**config.mk**
```make
export PLATFORM = sky130hd
export DESIGN_NAME = shift_pipe_flat
export DESIGN_NICKNAME = d
export VERILOG_FILES = /design/src/rtl/shift_pipe_pkg.sv /design/src/rtl/shift_pipe_if.sv /design/src/rtl/shift_pipe_stage.sv /design/src/rtl/shift_pipe.sv /design/src/flat_wrapper.sv
export SDC_FILE = /design/constraint.sdc
export NUM_CORES = 1
export LEC_CHECK = 0
export ABC_AREA = 1
export BUFFER_PORTS_ARGS = -buffer_cell sky130_fd_sc_hd__buf_4
export CAP_MARGIN = 20
export CORE_AREA = 2 2 153 267
export DETAILED_ROUTE_END_ITERATION = 7
export DIE_AREA = 0 0 155 269
export PLACE_DENSITY = 0.69
export SLEW_MARGIN = 20
export SYNTH_ARGS = -nofsm -noshare
export SYNTH_HDL_FRONTEND = slang
export SYNTH_HIERARCHICAL = 1
export SYNTH_SLANG_ARGS = --single-unit
```
**constraint.sdc**
```tcl
create_clock -name CLK -period 1.5 [get_ports CLK]
set_input_delay 0.075 -clock CLK [delete_from_list [all_inputs] [get_ports CLK]]
set_output_delay 0.075 -clock CLK [all_outputs]
set_load 0.05 [all_outputs]
```
**src/rtl/shift_pipe_pkg.sv**
```systemverilog
// Shared types for the pipelined barrel shifter: op encodings, the per-stage
// payload carried down the pipe, and a constant log2 helper.
package shift_pkg;

  typedef enum logic [1:0] {
    OP_SLL = 2'b00,
    OP_SRL = 2'b01,
    OP_SRA = 2'b10,
    OP_ROR = 2'b11
  } op_e;

  localparam int unsigned MAX_WIDTH = 64;
  localparam int unsigned MAX_TAGW  = 16;
  localparam int unsigned AMTW      = 6;

  // Sized for the widest configuration; unused upper bits stay zero.
  typedef struct packed {
    logic [MAX_WIDTH-1:0] data;
    op_e                  op;
    logic [AMTW-1:0]      amt;
    logic [MAX_TAGW-1:0]  tag;
    logic                 zap;
    logic                 sign;
  } stage_t;

  function automatic int unsigned clog2(input int unsigned v);
    int unsigned r;
    r = 0;
    for (int unsigned i = 0; i < 32; i++) begin
      if ((64'd1 << i) < 64'(v)) r = i + 1;
    end
    return r;
  endfunction

endpackage

```
**src/rtl/shift_pipe_if.sv**
```systemverilog
// Handshake bus of shift_pipe: request side (IN_*) and result side (OUT_*).
interface shift_pipe_if #(
  parameter int unsigned WIDTH = 32,
  parameter int unsigned TAGW  = 4
);
  logic             IN_VALID;
  logic             IN_READY;
  logic [1:0]       IN_OP;
  logic [WIDTH-1:0] IN_D;
  logic [31:0]      IN_S;
  logic [TAGW-1:0]  IN_TAG;
  logic             OUT_VALID;
  logic             OUT_READY;
  logic [WIDTH-1:0] OUT_Y;
  logic [TAGW-1:0]  OUT_TAG;

  modport master (
    output IN_VALID, IN_OP, IN_D, IN_S, IN_TAG, OUT_READY,
    input  IN_READY, OUT_VALID, OUT_Y, OUT_TAG
  );

  modport slave (
    input  IN_VALID, IN_OP, IN_D, IN_S, IN_TAG, OUT_READY,
    output IN_READY, OUT_VALID, OUT_Y, OUT_TAG
  );
endinterface

```
**src/rtl/shift_pipe_stage.sv**
```systemverilog
// One registered step of the shifter: applies distance DIST when the low
// remaining amount bit is set, then retires that bit.
module shift_stage
  import shift_pkg::*;
#(
  parameter int unsigned WIDTH = 32,
  parameter int unsigned DIST  = 1
) (
  input  logic   clk,
  input  logic   rst,
  input  logic   flush,
  input  logic   up_valid,
  output logic   up_ready,
  input  stage_t up_pay,
  output logic   valid,
  input  logic   dn_ready,
  output stage_t pay
);

  stage_t           stepped;
  logic [WIDTH-1:0] d;
  logic [WIDTH-1:0] fill;

  always_comb begin
    stepped = up_pay;
    d       = up_pay.data[WIDTH-1:0];
    fill    = (up_pay.op == OP_SRA && up_pay.sign) ? '1 : '0;
    if (up_pay.amt[0]) begin
      case (up_pay.op)
        OP_SLL:         d = d << DIST;
        OP_SRL, OP_SRA: d = (d >> DIST) | (fill << (WIDTH - DIST));
        OP_ROR:         d = (d >> DIST) | (d << (WIDTH - DIST));
      endcase
    end
    stepped.data[WIDTH-1:0] = d;
    // Next stage always inspects bit 0 of what remains.
    stepped.amt = up_pay.amt >> 1;
  end

  assign up_ready = !valid || dn_ready;

  always_ff @(posedge clk) begin
    if (!rst) begin
      valid <= 1'b0;
      pay   <= '0;
    end else if (flush) begin
      valid <= 1'b0;
    end else if (up_ready) begin
      valid <= up_valid;
      if (up_valid) pay <= stepped;
    end
  end

endmodule

```
**src/rtl/shift_pipe.sv**
```systemverilog
// Pipelined barrel shifter: log2(WIDTH) registered stages with valid/ready,
// tag sideband, flush, and oversize-amount (zap) handling at the output.
module shift_pipe
  import shift_pkg::*;
#(
  parameter int unsigned WIDTH = 32,
  parameter int unsigned TAGW  = 4
) (
  input logic          CLK,
  input logic          RST,
  input logic          FLUSH,
  shift_pipe_if.slave  bus
);

  localparam int unsigned SHW = clog2(WIDTH);

  stage_t           pay   [SHW+1];
  logic             valid [SHW+1];
  logic             ready [SHW+1];
  stage_t           entry;
  stage_t           last;
  logic [WIDTH-1:0] y;
  logic             unused_last;

  always_comb begin
    entry                  = '0;
    entry.data[WIDTH-1:0]  = bus.IN_D;
    entry.op               = op_e'(bus.IN_OP);
    entry.amt[SHW-1:0]     = bus.IN_S[SHW-1:0];
    entry.tag[TAGW-1:0]    = bus.IN_TAG;
    entry.zap              = |bus.IN_S[31:SHW];
    entry.sign             = bus.IN_D[WIDTH-1];
  end

  assign pay[0]       = entry;
  assign valid[0]     = bus.IN_VALID && !FLUSH;
  assign ready[SHW]   = bus.OUT_READY;
  assign bus.IN_READY = ready[0] && !FLUSH;

  for (genvar k = 0; k < SHW; k++) begin : g_stage
    shift_stage #(
      .WIDTH (WIDTH),
      .DIST  (1 << k)
    ) u_stage (
      .clk      (CLK),
      .rst      (RST),
      .flush    (FLUSH),
      .up_valid (valid[k]),
      .up_ready (ready[k]),
      .up_pay   (pay[k]),
      .valid    (valid[k+1]),
      .dn_ready (ready[k+1]),
      .pay      (pay[k+1])
    );
  end

  assign last = pay[SHW];

  // Amounts >= WIDTH: rotate already wrapped mod WIDTH; the others saturate.
  always_comb begin
    y = last.data[WIDTH-1:0];
    if (last.zap) begin
      case (last.op)
        OP_SLL, OP_SRL: y = '0;
        OP_SRA:         y = {WIDTH{last.sign}};
        default:        y = last.data[WIDTH-1:0];
      endcase
    end
  end

  assign bus.OUT_VALID = valid[SHW];
  assign bus.OUT_Y     = y;
  assign bus.OUT_TAG   = last.tag[TAGW-1:0];
  assign unused_last   = ^last;

endmodule

```
**src/flat_wrapper.sv**
```systemverilog
// flat-port wrapper written by rule: the top's interface ports become plain ports
module shift_pipe_flat import shift_pkg::*;
#(
  parameter int unsigned WIDTH = 32,
  parameter int unsigned TAGW  = 4
)
  (CLK, RST, FLUSH, bus_IN_VALID, bus_IN_OP, bus_IN_D, bus_IN_S, bus_IN_TAG, bus_OUT_READY, bus_IN_READY, bus_OUT_VALID, bus_OUT_Y, bus_OUT_TAG);
  shift_pipe_if #(.WIDTH(WIDTH), .TAGW(TAGW)) bus_i ();
  input logic CLK;
  input logic RST;
  input logic FLUSH;
  input wire logic [$bits(bus_i.IN_VALID)-1:0] bus_IN_VALID;
  input wire logic [$bits(bus_i.IN_OP)-1:0] bus_IN_OP;
  input wire logic [$bits(bus_i.IN_D)-1:0] bus_IN_D;
  input wire logic [$bits(bus_i.IN_S)-1:0] bus_IN_S;
  input wire logic [$bits(bus_i.IN_TAG)-1:0] bus_IN_TAG;
  input wire logic [$bits(bus_i.OUT_READY)-1:0] bus_OUT_READY;
  output wire logic [$bits(bus_i.IN_READY)-1:0] bus_IN_READY;
  output wire logic [$bits(bus_i.OUT_VALID)-1:0] bus_OUT_VALID;
  output wire logic [$bits(bus_i.OUT_Y)-1:0] bus_OUT_Y;
  output wire logic [$bits(bus_i.OUT_TAG)-1:0] bus_OUT_TAG;
  assign bus_i.IN_VALID = bus_IN_VALID;
  assign bus_i.IN_OP = bus_IN_OP;
  assign bus_i.IN_D = bus_IN_D;
  assign bus_i.IN_S = bus_IN_S;
  assign bus_i.IN_TAG = bus_IN_TAG;
  assign bus_i.OUT_READY = bus_OUT_READY;
  assign bus_IN_READY = bus_i.IN_READY;
  assign bus_OUT_VALID = bus_i.OUT_VALID;
  assign bus_OUT_Y = bus_i.OUT_Y;
  assign bus_OUT_TAG = bus_i.OUT_TAG;
  shift_pipe #(.WIDTH(WIDTH), .TAGW(TAGW)) u_core (.CLK(CLK), .RST(RST), .FLUSH(FLUSH), .bus(bus_i));
endmodule
```
## Word-level counts from Yosys, hierarchy flattened

Index checks and enable logic that the tools add are counted.

- Reduce and logical (&&, ||, !) cells: 37
- $mul: 0
- Bitwise operators: 12
- Magnitude comparators: 0
- Shift-type cells: 0
- Divide/modulo/power cells: 0
- Eq/ne operators: 17
- Add/subtract/negate cells: 0
- Multiplexer cells: 17

Operators by type and width:

| operator | number |
|---|---|
| $pmux W32 S3 | 5 |
| $mux W32 | 6 |
| $or A16 B32 Y32 | 2 |
| $or A24 B32 Y32 | 2 |
| $or A28 B32 Y32 | 2 |
| $or A30 B32 Y32 | 2 |
| $or A31 B32 Y32 | 2 |
| $pmux W32 S2 | 1 |
| $reduce_or A27 Y1 | 1 |
| $eq A2 B2 Y1 const B | 11 |
| $mux W16 | 1 |
| $reduce_and A3 Y1 | 5 |
| $reduce_or A2 Y1 | 7 |
| $eq A2 B1 Y1 const B | 6 |
| $logic_not A2 Y1 | 6 |
| $mux W8 | 1 |
| $logic_and A1 B1 Y1 | 7 |
| $logic_not A1 Y1 | 6 |
| $logic_or A1 B1 Y1 | 5 |
| $mux W4 | 1 |
| $mux W2 | 1 |
| $not A1 Y1 | 2 |
| $mux W1 | 1 |

- Bits of input ports: 75
- Output and inout port bits: 38
- Register bits after elaboration: 215
- Logic and storage cells: 117
- Bits in latches: 0
- Bits in writable memories: 0
- Memories: 0
- ROM bits: 0

## Longest topological paths before layout

- Word-level depth: 7
- Gate-level depth with buffers: 15
- Depth with buffers taken out: 14

## Modules after synthesis

Netlist, hierarchy kept.

Modules (own cells, without submodules):

| module | area an instance (um^2) | seq. area each (um^2) | instances | cells each |
|---|---|---|---|---|
| shift_stage at u_core.g_stage[2].u_stage | 3931.3 | 1801.7 | 1 | 501 |
| shift_stage at u_core.g_stage[1].u_stage | 3861.2 | 1801.7 | 1 | 500 |
| shift_stage at u_core.g_stage[3].u_stage | 3751.1 | 1801.7 | 1 | 508 |
| shift_stage at u_core.g_stage[0].u_stage | 3716.1 | 1801.7 | 1 | 494 |
| shift_stage at u_core.g_stage[4].u_stage | 3668.5 | 1801.7 | 1 | 506 |
| shift_pipe | 563.0 | 0.0 | 1 | 122 |

## Worst setup path after synthesis

Ideal clock, no wire load.

- Kind: register to output
- Start point: register u_core.g_stage[4].u_stage.valid
- End point: output port bus_IN_READY
- Required time: 1.425 ns
- Arrival time: 1.843 ns
- Cell stages (with the launch flop): 12
- Setup slack: -0.418 ns
- Cell sequence: dfxtp_1 > nand2_2 > inv_2 > nand2_2 > inv_2 > nand2_2 > inv_2 > nand2_2 > inv_1 > nand2_2 > inv_1 > nor2_1

RTL lines:

| item | line | text |
|---|---|---|
| start: declaration | shift_pipe_stage.sv:15 | `output logic valid,` |
| start signal: assignment | shift_pipe_stage.sv:49 | `valid <= up_valid;` |
| end: declaration | flat_wrapper.sv:18 | `output wire logic [$bits(bus_i.IN_READY)-1:0] bus_IN_READY;` |

==> results.md <==
* Final Util at 38.0%
* R2r endpoint: u_core/g_stage[1].u_stage/pay[48]
* Max Buffers Root-to-Sink at 3
* Setup WS post-layout at -0.288 ns
* Flop pwr share at 47.0%
* Fmax achieved at 0.559 GHz
* Routability-driven placement congestion ratio at 0.898
* Final wirelength at 34400 microns
* Initial antenna violation count at 0
* Final hold violation count at 0
* Failing checks: setup timing
* CP max stage cell: dfxtp_4
* Min-Delay Path Class: in2reg
* Placement Setup Slack at -0.111 ns
* Synth Instances at 1655
* Htree depth at 1
* Cell chain of the critical path: nand2_4 > inv_2 > nand2_4 > inv_2 > nand2_4 > inv_2 > nand2_4 > inv_2 > nand2_4 > buf_6 > inv_2 > nor2_2 > buf_6
* TritonCTS clock tree: yes
* First-pass GRT wire length at 53500 microns
* Worst path max stage delay at 0.35 ns
* WHS at 0.00597 ns
* Worst-Skew Late Latency at 0.52 ns
* Hpwl dp at 22800 microns
* Comb power frac at 9.3%
* Sink of the worst hold path: u_core/g_stage[0].u_stage/pay[1]
* Max IR drop VDD at 655 uV
* Syn_nets at 1730
* Cts bufs inserted at 22
* Ys Warns at 6
* Req. time, crit path at 1.42 ns
* P&R area growth vs syn at 29.8%
* Row count at 97
* Hold_sp: bus_IN_S[31]
* Clk network pwr share at 43.7%
* Routed Antenna Nets at 0
* Total chip power at 12.6 mW
* Switching Share at 24.1%
* Final period util at 119%
* First-pass DRT Iterations at 5
* Startpoint of the worst register-to-register path: u_core/g_stage[4].u_stage/valid
* DRT iter0 DRCs at 624
* Max-cap viol count at 0
* Crit path DAT at 1.71 ns
* Vias in the first global route at 10859
* Switching pwr at 3.03 mW
* Starting Density at 29.3%
* Root buffer cell: clkbuf_16
* Mean Syn Cell Area at 7.01 sq um
* Mapped Area at 0.0116 sq mm
* Antenna fix cells at 0
* Max Slew Vio Count at 0
* Share of cells above drive strength 1 at 23.8%
* Run status: finished, violations left
* Slew @ Worst Pin at 0.810 ns
* All-Layer GR Usage at 15.2%
* Avg WL per Cell at 15.3 microns
* Port bufs at 112
* RSZ-0062 raised after global routing: yes
* Die footprint at 0.0417 sq mm
* Rel. slew slack at 46.0%
* Worst-path maximum fanout at 3
* Critical path type: reg2out
* Overflow after GRT at 0
* Hold Path Depth at 7
* Int Pwr at 9.57 mW
* Worst-path clk slew at 0.06 ns
* Fin crit period at 1.79 ns
* Vias after detailed routing at 11214
* Lkg Pwr at 6.06 nW
* Layout Skew at 0.0121 ns
* Final Setup Violations at 87
* Vert. Die Dim at 269 microns
* Die X at 155 microns
* Core Region at 0.0397 sq mm
* # DRC at 0
* CTS Sinks at 215
* Crit start category: flip-flop
* Register-to-Register Path Depth at 14
* R2r setup slk at -0.16 ns
* Final net count at 1813
* Ports at 113
* Drt via density at 4.99
* CP Capture Type: primary output
* Pin count of the biggest net entering global routing at 124
* Pwr/cell area at 836 mW/mm^2
==> sequential cells by signal (all words and copies together), names as in the netlist <==
register                      flops
u_core/g_stage.u_stage/valid      5
u_core/g_stage.u_stage/pay      210
==> power groups by stage <==
| stage | Sequential, mW | Combinational (mW) | Clock, mW |
|---|---|---|---|
| final | 5.92 | 1.17 | 5.51 |
| after global routing | 5.92 | 1.29 | 5.83 |
| after CTS | 5.91 | 1.09 | 5.64 |
| after detailed placement | 6.04 | 0.979 | 0 |
| after global placement | 6.04 | 0.965 | 0 |
| after floorplan | 5.99 | 0.686 | 0 |
==> critical path: cells and delay by family (launching register included) <==
family	cells	cell delay, ns
buffers and inverters	7	0.56
flip-flops	1	0.35
AND/OR/NAND/NOR	6	0.26
==> layout make-up <==
type / instances / area (sq um)
multi-input combinational: 1085 / 6200
fill: 4021 / 24600
clock inverter: 5 / 50.0
inverter: 179 / 723
clock buffer: 33 / 673
tap: 495 / 619
sequential: 215 / 4320
timing repair buffer: 235 / 2490
==> per-stage QoR <==
stage	setup TNS (ns)	instances	area (sq um)
finish	-12.20	2247	15100
global route	-18.97	2247	15100
CTS	-7.18	2226	14100
detailed placement	-4.74	2133	12600
global placement	-2.18	2133	12600
floorplan	-7.26	1655	11800
==> per-layer routing <==
metal,track usage (%),up-vias,part of all wire (%),wire [microns]
li1,-,5616,-,-
met1,16.6,5249,38,13000
met2,30.2,281,55,19000
met3,1.37,68,3.4,1170
met4,5.56,0,3.5,1190
met5,0,-,0,0
==> how the worst max path moves through the flow <==
stage / start / endpoint / slack, ns
CTS: u_core/g_stage[4].u_stage/valid / bus_IN_READY / -0.30
detailed placement: u_core/g_stage[4].u_stage/valid / u_core/g_stage[0].u_stage/pay[47] / -0.11
global placement: u_core/g_stage[4].u_stage/valid / u_core/g_stage[0].u_stage/pay[46] / -0.07
floorplan: u_core/g_stage[4].u_stage/pay[25] / bus_OUT_Y[11] / -0.29
global route: u_core/g_stage[4].u_stage/valid / bus_IN_READY / -0.35
finish: u_core/g_stage[4].u_stage/valid / bus_IN_READY / -0.29
==> placed cells by master (no fill, tap or decap), types with 5 or more instances in the layout <==
cell type / instances
dfxtp_1: 210
nor2_1: 170
dlygate4sd3_1: 51
o21ai_1: 36
nand3_1: 17
nand2_1: 200
o21bai_1: 12
buf_12: 21
nor2_4: 12
a21oi_2: 54
o21ai_0: 170
o22ai_1: 28
inv_2: 19
a21oi_1: 226
clkbuf_8: 6
o21ai_2: 37
nand2_4: 9
o21ai_4: 37
inv_1: 155
nor2_2: 5
buf_6: 37
o211ai_1: 54
clkbuf_16: 30
buf_4: 113
o211ai_2: 7
==> what timing repair did <==
item,CTS,global route
resized for setup,92,151
hold buffers,51,0
endpoints found under the setup margin,110,128
pin swaps,0,6
gates cloned,2,13
hold endpoints to repair,49,0
setup buffers,2,8
(Power assumes the default switching activity.)
